## config.mk

```make
export PLATFORM = sky130hd
export DESIGN_NAME = moving_average_filter
export DESIGN_NICKNAME = d
export VERILOG_FILES = /design/src/rtl/filter_pkg.sv /design/src/rtl/sample_ring_buffer.sv /design/src/rtl/moving_average_filter.sv
export SDC_FILE = /design/constraint.sdc
export NUM_CORES = 1
export LEC_CHECK = 0
export ABC_AREA = 1
export CAP_MARGIN = 15
export CORE_MARGIN = 2
export CORE_UTILIZATION = 50
export CTS_CLUSTER_DIAMETER = 80
export DETAILED_ROUTE_END_ITERATION = 6
export PLACE_DENSITY_LB_ADDON = 0.2
export SLEW_MARGIN = 20
export SYNTH_ARGS = -nofsm -noshare
export SYNTH_HDL_FRONTEND = slang
export SYNTH_SLANG_ARGS = --single-unit
```

## constraint.sdc

```tcl
create_clock -name clk -period 3.5 [get_ports clk]
set_input_delay 0.7 -clock clk [delete_from_list [all_inputs] [get_ports clk]]
set_output_delay 0.7 -clock clk [all_outputs]
set_load 0.01 [all_outputs]
```

## src/rtl/filter_pkg.sv

```systemverilog
// rtl/filter_pkg.sv - shared sizing and window helpers for the moving-average filter
package filter_pkg;

  localparam int DEFAULT_LOG2_WINDOW_MAX = 6;
  localparam int RING_DEPTH              = 1 << DEFAULT_LOG2_WINDOW_MAX;

  // Accumulator is wide enough to hold the sum of a full window without overflow
  function automatic int acc_width(input int data_width, input int log2_window_max);
    return data_width + log2_window_max;
  endfunction

  function automatic int ring_depth(input int log2_window_max);
    return 1 << log2_window_max;
  endfunction

  // Out-of-range window selections saturate at the largest supported window
  function automatic int clamp_window(input int k, input int kmax);
    return (k > kmax) ? kmax : k;
  endfunction

endpackage

```

## src/rtl/sample_ring_buffer.sv

```systemverilog
// rtl/sample_ring_buffer.sv - sample history ring with asynchronous read-before-write port
module sample_ring_buffer
  import filter_pkg::*;
#(
  parameter int DATA_WIDTH = 16,
  parameter int ADDR_WIDTH = 6
) (
  input  logic                  clk,
  input  logic                  wr_en,
  input  logic [ADDR_WIDTH-1:0] wr_addr,
  input  logic [DATA_WIDTH-1:0] wr_data,
  input  logic [ADDR_WIDTH-1:0] rd_addr,
  output logic [DATA_WIDTH-1:0] rd_data
);

  localparam int DEPTH = ring_depth(ADDR_WIDTH);

  logic [DATA_WIDTH-1:0] mem [DEPTH];

  // Write on the clock edge; contents need no reset because they are only read once the window is full
  always_ff @(posedge clk) begin
    if (wr_en) begin
      mem[wr_addr] <= wr_data;
    end
  end

  // Combinational read returns the pre-write value even when rd_addr equals wr_addr
  assign rd_data = mem[rd_addr];

endmodule

```

## src/rtl/moving_average_filter.sv

```systemverilog
// rtl/moving_average_filter.sv - boxcar moving average with runtime power-of-two window
module moving_average_filter
  import filter_pkg::*;
#(
  parameter int DATA_WIDTH      = 16,
  parameter int LOG2_WINDOW_MAX = 6,
  parameter bit IS_SIGNED       = 1'b1
) (
  input  logic                                 clk,
  input  logic                                 reset,
  input  logic                                 in_valid,
  input  logic [DATA_WIDTH-1:0]                in_data,
  input  logic [$clog2(LOG2_WINDOW_MAX+1)-1:0] log2Window,
  output logic                                 out_valid,
  output logic [DATA_WIDTH-1:0]                out_data,
  output logic                                 filled
);

  localparam int KW   = $clog2(LOG2_WINDOW_MAX + 1);
  localparam int AW   = LOG2_WINDOW_MAX;
  localparam int CW   = LOG2_WINDOW_MAX + 1;
  localparam int ACCW = acc_width(DATA_WIDTH, LOG2_WINDOW_MAX);

  logic [KW-1:0]         kr;
  logic [KW-1:0]         k_clamped;
  logic                  flush;
  logic                  accept;
  logic                  full_now;
  logic [CW-1:0]         win;
  logic [CW-1:0]         cnt;
  logic [CW-1:0]         cnt_next;
  logic [AW-1:0]         wp;
  logic [AW-1:0]         rd_addr;
  logic [DATA_WIDTH-1:0] rd_data;
  logic [DATA_WIDTH-1:0] old_val;
  logic [ACCW-1:0]       new_s1;
  logic [ACCW-1:0]       old_s1;
  logic [ACCW-1:0]       acc;
  logic signed [ACCW-1:0] acc_signed;
  logic [DATA_WIDTH-1:0] acc_shift;
  logic                  v1;
  logic                  f1;
  logic                  v2;
  logic                  f2;

  function automatic logic [ACCW-1:0] extend(input logic [DATA_WIDTH-1:0] d);
    if (IS_SIGNED) begin
      return {{LOG2_WINDOW_MAX{d[DATA_WIDTH-1]}}, d};
    end
    return {{LOG2_WINDOW_MAX{1'b0}}, d};
  endfunction

  // Window selection, flush detection, saturating count and oldest-sample address
  always_comb begin
    k_clamped = KW'(clamp_window(int'(log2Window), LOG2_WINDOW_MAX));
    flush     = (k_clamped != kr);
    accept    = in_valid && !flush;
    win       = CW'(1) << kr;
    full_now  = (cnt == win);
    cnt_next  = full_now ? cnt : cnt + CW'(1);
    // For the maximum window the low bits of win are zero, so the read lands on wp itself
    rd_addr   = wp - win[AW-1:0];
    old_val   = full_now ? rd_data : '0;
  end

  // Mean is the accumulator shifted by the window; arithmetic shift floors negative sums
  always_comb begin
    acc_signed = acc;
    if (IS_SIGNED) begin
      acc_shift = DATA_WIDTH'(acc_signed >>> kr);
    end else begin
      acc_shift = DATA_WIDTH'(acc >> kr);
    end
  end

  sample_ring_buffer #(
    .DATA_WIDTH (DATA_WIDTH),
    .ADDR_WIDTH (AW)
  ) u_ring (
    .clk     (clk),
    .wr_en   (accept),
    .wr_addr (wp),
    .wr_data (in_data),
    .rd_addr (rd_addr),
    .rd_data (rd_data)
  );

  // Three-stage pipeline: capture new/old, accumulate, shift into the output register
  always_ff @(posedge clk) begin
    if (reset) begin
      kr        <= '0;
      cnt       <= '0;
      wp        <= '0;
      acc       <= '0;
      new_s1    <= '0;
      old_s1    <= '0;
      v1        <= 1'b0;
      f1        <= 1'b0;
      v2        <= 1'b0;
      f2        <= 1'b0;
      out_valid <= 1'b0;
      out_data  <= '0;
      filled    <= 1'b0;
    end else if (flush) begin
      // New window: restart history and drop anything in flight; out_data keeps its last mean
      kr        <= k_clamped;
      cnt       <= '0;
      wp        <= '0;
      acc       <= '0;
      v1        <= 1'b0;
      v2        <= 1'b0;
      out_valid <= 1'b0;
      filled    <= 1'b0;
    end else begin
      if (accept) begin
        wp     <= wp + AW'(1);
        cnt    <= cnt_next;
        new_s1 <= extend(in_data);
        old_s1 <= extend(old_val);
        f1     <= (cnt_next == win);
      end
      v1 <= accept;
      if (v1) begin
        acc <= acc + new_s1 - old_s1;
        f2  <= f1;
      end
      v2        <= v1;
      out_valid <= v2 && f2;
      if (v2 && f2) begin
        out_data <= acc_shift;
        filled   <= 1'b1;
      end
    end
  end

endmodule
```

==> key figures <==
GRT
  – GRT Total Usage: 0.285
  – First-pass GRT wire length: a little over 200 mm
  – Initial antenna violation count: 4
  – GRT overflow: 0
  – Largest net degree at the start of global routing: 98
  – Vias in the first global route: roughly 32,000

Drt
  – Residual DRC: 3
  – Routed length on met1: 57.1 mm
  – Met2 WL post-DR: 64.0 mm
  – Vias: between 30,000 and 40,000
  – Top Layer Used: met5
  – Final wirelength: 140 mm
  – Met3 wire length: 13.4 mm
  – TritonRoute pass-1 iters: 7
  – Vias/cell: between 5 and 6
  – DRT iter0 DRCs: 4,198
  – Routed len/inst: 24.0 um
  – Final ANT Viol Nets: 0

Worst hold path
  – Worst hold start: out_data[13]
  – Hold Crit Depth: 2
  – Hold EP: out_data[13]
  – Min-delay worst type: flop to flop

Clock network
  – CTS Sinks: 1,116
  – CTS clk-pin slew, worst paths: approximately 70 ps
  – CTS Buf Count: 113
  – Worst-skew pair later-pin latency: approximately 700 ps
  – CTS HTree Levels: 3
  – Clk buf depth: 3
  – Root Buffer: clkbuf_16
  – CTS tree: yes

Cells and area
  – Share of post-route cells with drive strength above 1: 0.112
  – Filler cells: 7,673
  – Reg area: 0.0326 sq mm
  – Commonest non-fill, non-tap cells in the layout: 1,217 x nand2_1, 1,024 x edfxtp_1, 664 x nand3_1
  – Design Area, Final: 0.0551 sq mm
  – Final std cells w/o fill: 5,837
  – Final Net Count: ~4,600
  – Commonest non-fill, non-tap cell in the layout: nand2_1
  – Area of the multi-input gates: 0.0131 sq mm
  – Area Growth Syn to Fin: 16.2%

Run status
  – Status: finished with violations
  – Failing checks: design-rule violations

STA
  – Tcrit/Tclk final: 0.978
  – Final Max Tran Viols: 0
  – Max Clk Rate: 0.292 GHz
  – Max_slew headroom: 0.324
  – Slew at the pin closest to its max-slew limit: 1010 ps
  – Final Hold Viols: 0
  – Fin crit period: 3420 ps
  – Final setup violation count: 0
  – Clock Skew: 33.7 ps
  – RSZ-0062 raised after global routing: no
  – Setup TNS: 0 ps

Yosys
  – Post-synth EDFFs: ~1,000
  – Synth area leaders: edfxtp_1 65%, nand2_1 9.6%, nand3_1 7.0%, dfxtp_1 3.9%, a21oi_1 3.7%
  – Yosys warns: 0
  – Yosys top cell by area: edfxtp_1
  – Ys flop type: edfxtp_1
  – Synth Net Count: 4,384
  – Area share of the largest cell type after synthesis: 0.649
  – #FFs+latches synth: 1,116
  – Syn_area_per_cell: 11.0 sq um
  – Post-Syn Area: 0.0474 sq mm
  – Ys async rst share: 0
  – Sequential element share of the synthesized area: 0.687
  – Synth unique cells: 46
  – Mapped Cells: 4,310

Setup path
  – Cell mode on critical path: nand3_1
  – Critical path class: flop to flop
  – Largest stage delay on the critical path: 970 ps
  – Crit end category: flop
  – CP startpoint kind: flop
  – Worst reg-to-reg setup slack: 80 ps
  – R2r endpoint: old_s1[6]
  – Worst path slowest cell: fa_4
  – Worst-case reg-to-reg path depth: 15
  – Crit path cell chain: nor2_4 > nand2_1 > inv_1 > ha_4 > fa_4 > inv_8 > buf_12 > buf_12 > nand3_1 > a21oi_1 > o21ai_0 > nand3_1 > nand3_1 > nand3_1 > a21oi_1
  – Reg2reg start: kr[0]
  – WP data arrival: 4050 ps
  – Critical Path RT: 4120 ps
  – Crit path max fanout: 29

Floorplan
  – Core Rows: 112
  – Initial core utilization: 0.506
  – Die Area: 0.0973 sq mm
  – Die H: 312 um
  – Core ar.: 0.0936 sq mm
  – I/O pins: 40
  – Die X: 312 um

Place
  – Post-place instance area: 0.0514 sq mm
  – Port buffer count: 39
  – Placer Congestion: 0.943
  – DP Cell Count: 5,619
  – DP HPWL: 86.0 mm

Flow run
  – Max Cap Viol: 0

Pwr
  – Lkg Pwr: 19.9 nW
  – Cell Pwr Density: 565 mW/mm^2
  – VDD IR max: 525 uV
  – Power consumption: 31.1 mW
## final cells by class
cell class,count,share of cell area
tap,1254,0.0285
multi-input combinational,2757,0.237
antenna,1,0.0000454
clock buffer,141,0.0547
timing repair buffer,315,0.0646
inverter,179,0.0126
clock inverter,74,0.0104
sequential,1116,0.592
## metrics by stage
step           hold slack (ps)   util  setup slack (ps)
6_report                   465  0.588              75.3
3_3_place_gp               452  0.549              42.7
2_1_floorplan              445      -               270
5_1_grt                    484  0.588            0.0879
4_1_cts                    462  0.587              4.70
3_5_place_dp               455  0.549              1.67
## cell families (layout without fill, tap and decap cells)
logic type,after synthesis,after routing,synth area share
simple gates,2080,2080,0.186
mux,2,2,0.000422
fa+ha+maj,52,52,0.0172
xor+xnor,26,26,0.00480
buf+inv,437,709,0.0389
compound gates,597,597,0.0655
other cells,0,1,0
flops,1116,1116,0.687
## worst max-delay path by stage
| stage | start | endpoint | cells after the start |
|---|---|---|---|
| floorplan | log2Window[1] | u_ring.mem[7][0] | 9 |
| global placement | kr[0] | old_s1[8] | 15 |
| detailed placement | kr[0] | old_s1[6] | 15 |
| CTS | kr[0] | old_s1[7] | 16 |
| global route | kr[0] | old_s1[5] | 16 |
| finish | kr[0] | old_s1[6] | 15 |
## worst max-delay path, delay by kind of cell (launching register included)
family / cells / cell delay (ps)
AO/OA/AOI/OAI: 3 / 480
adder cells (fa/ha/maj): 2 / 1140
flip-flops: 1 / 370
AND/OR/NAND/NOR: 6 / 800
buffers and inverters: 4 / 520
## flip-flops by register name, summed over array words and instances, names as in the netlist
signal	flops
u_ring.mem	1024
acc	22
new_s1	16
old_s1	16
out_data	16
cnt	7
wp	6
kr	3
f1	1
f2	1
filled	1
out_valid	1
v1	1
v2	1
## report_power, final
group / total [mW] / switching, mW / internal [mW]
Clock: 11.7 / 5.13 / 6.61
Sequential: 14.6 / 0.0222 / 14.6
Combinational: 4.81 / 3.29 / 1.52
Total: 31.1 / 8.44 / 22.7
## routing by layer
metal | GRT usage | up-vias
met3 | 0.0470 | 268
li1 | - | 15500
met4 | 0.115 | 2
met5 | 0 | -
met1 | 0.405 | 16300
met2 | 0.439 | 1751
## synth_stat cells, types with 10 or more instances
library cell,number
nand2_1,1217
o21ai_0,191
o21ai_1,13
edfxtp_1,1024
nand3_1,666
a21oi_1,347
buf_1,21
nand4_1,10
ha_1,30
nor2_1,151
inv_1,170
buf_2,134
a211oi_1,17
clkbuf_1,97
fa_1,22
dfxtp_1,92
nor3_1,10
xor2_1,17
## timing repair
| action | 4_1_cts | 5_1_grt |
|---|---|---|
| cloned | 0 | 1 |
| endpoints found under the setup margin | 3 | 16 |
| gates resized for setup | 3 | 13 |
| hold buffers | 0 | 0 |
| pin swaps | 2 | 1 |
| buffers inserted | 1 | 0 |
No activity file was read; power rests on OpenSTA's default activity.
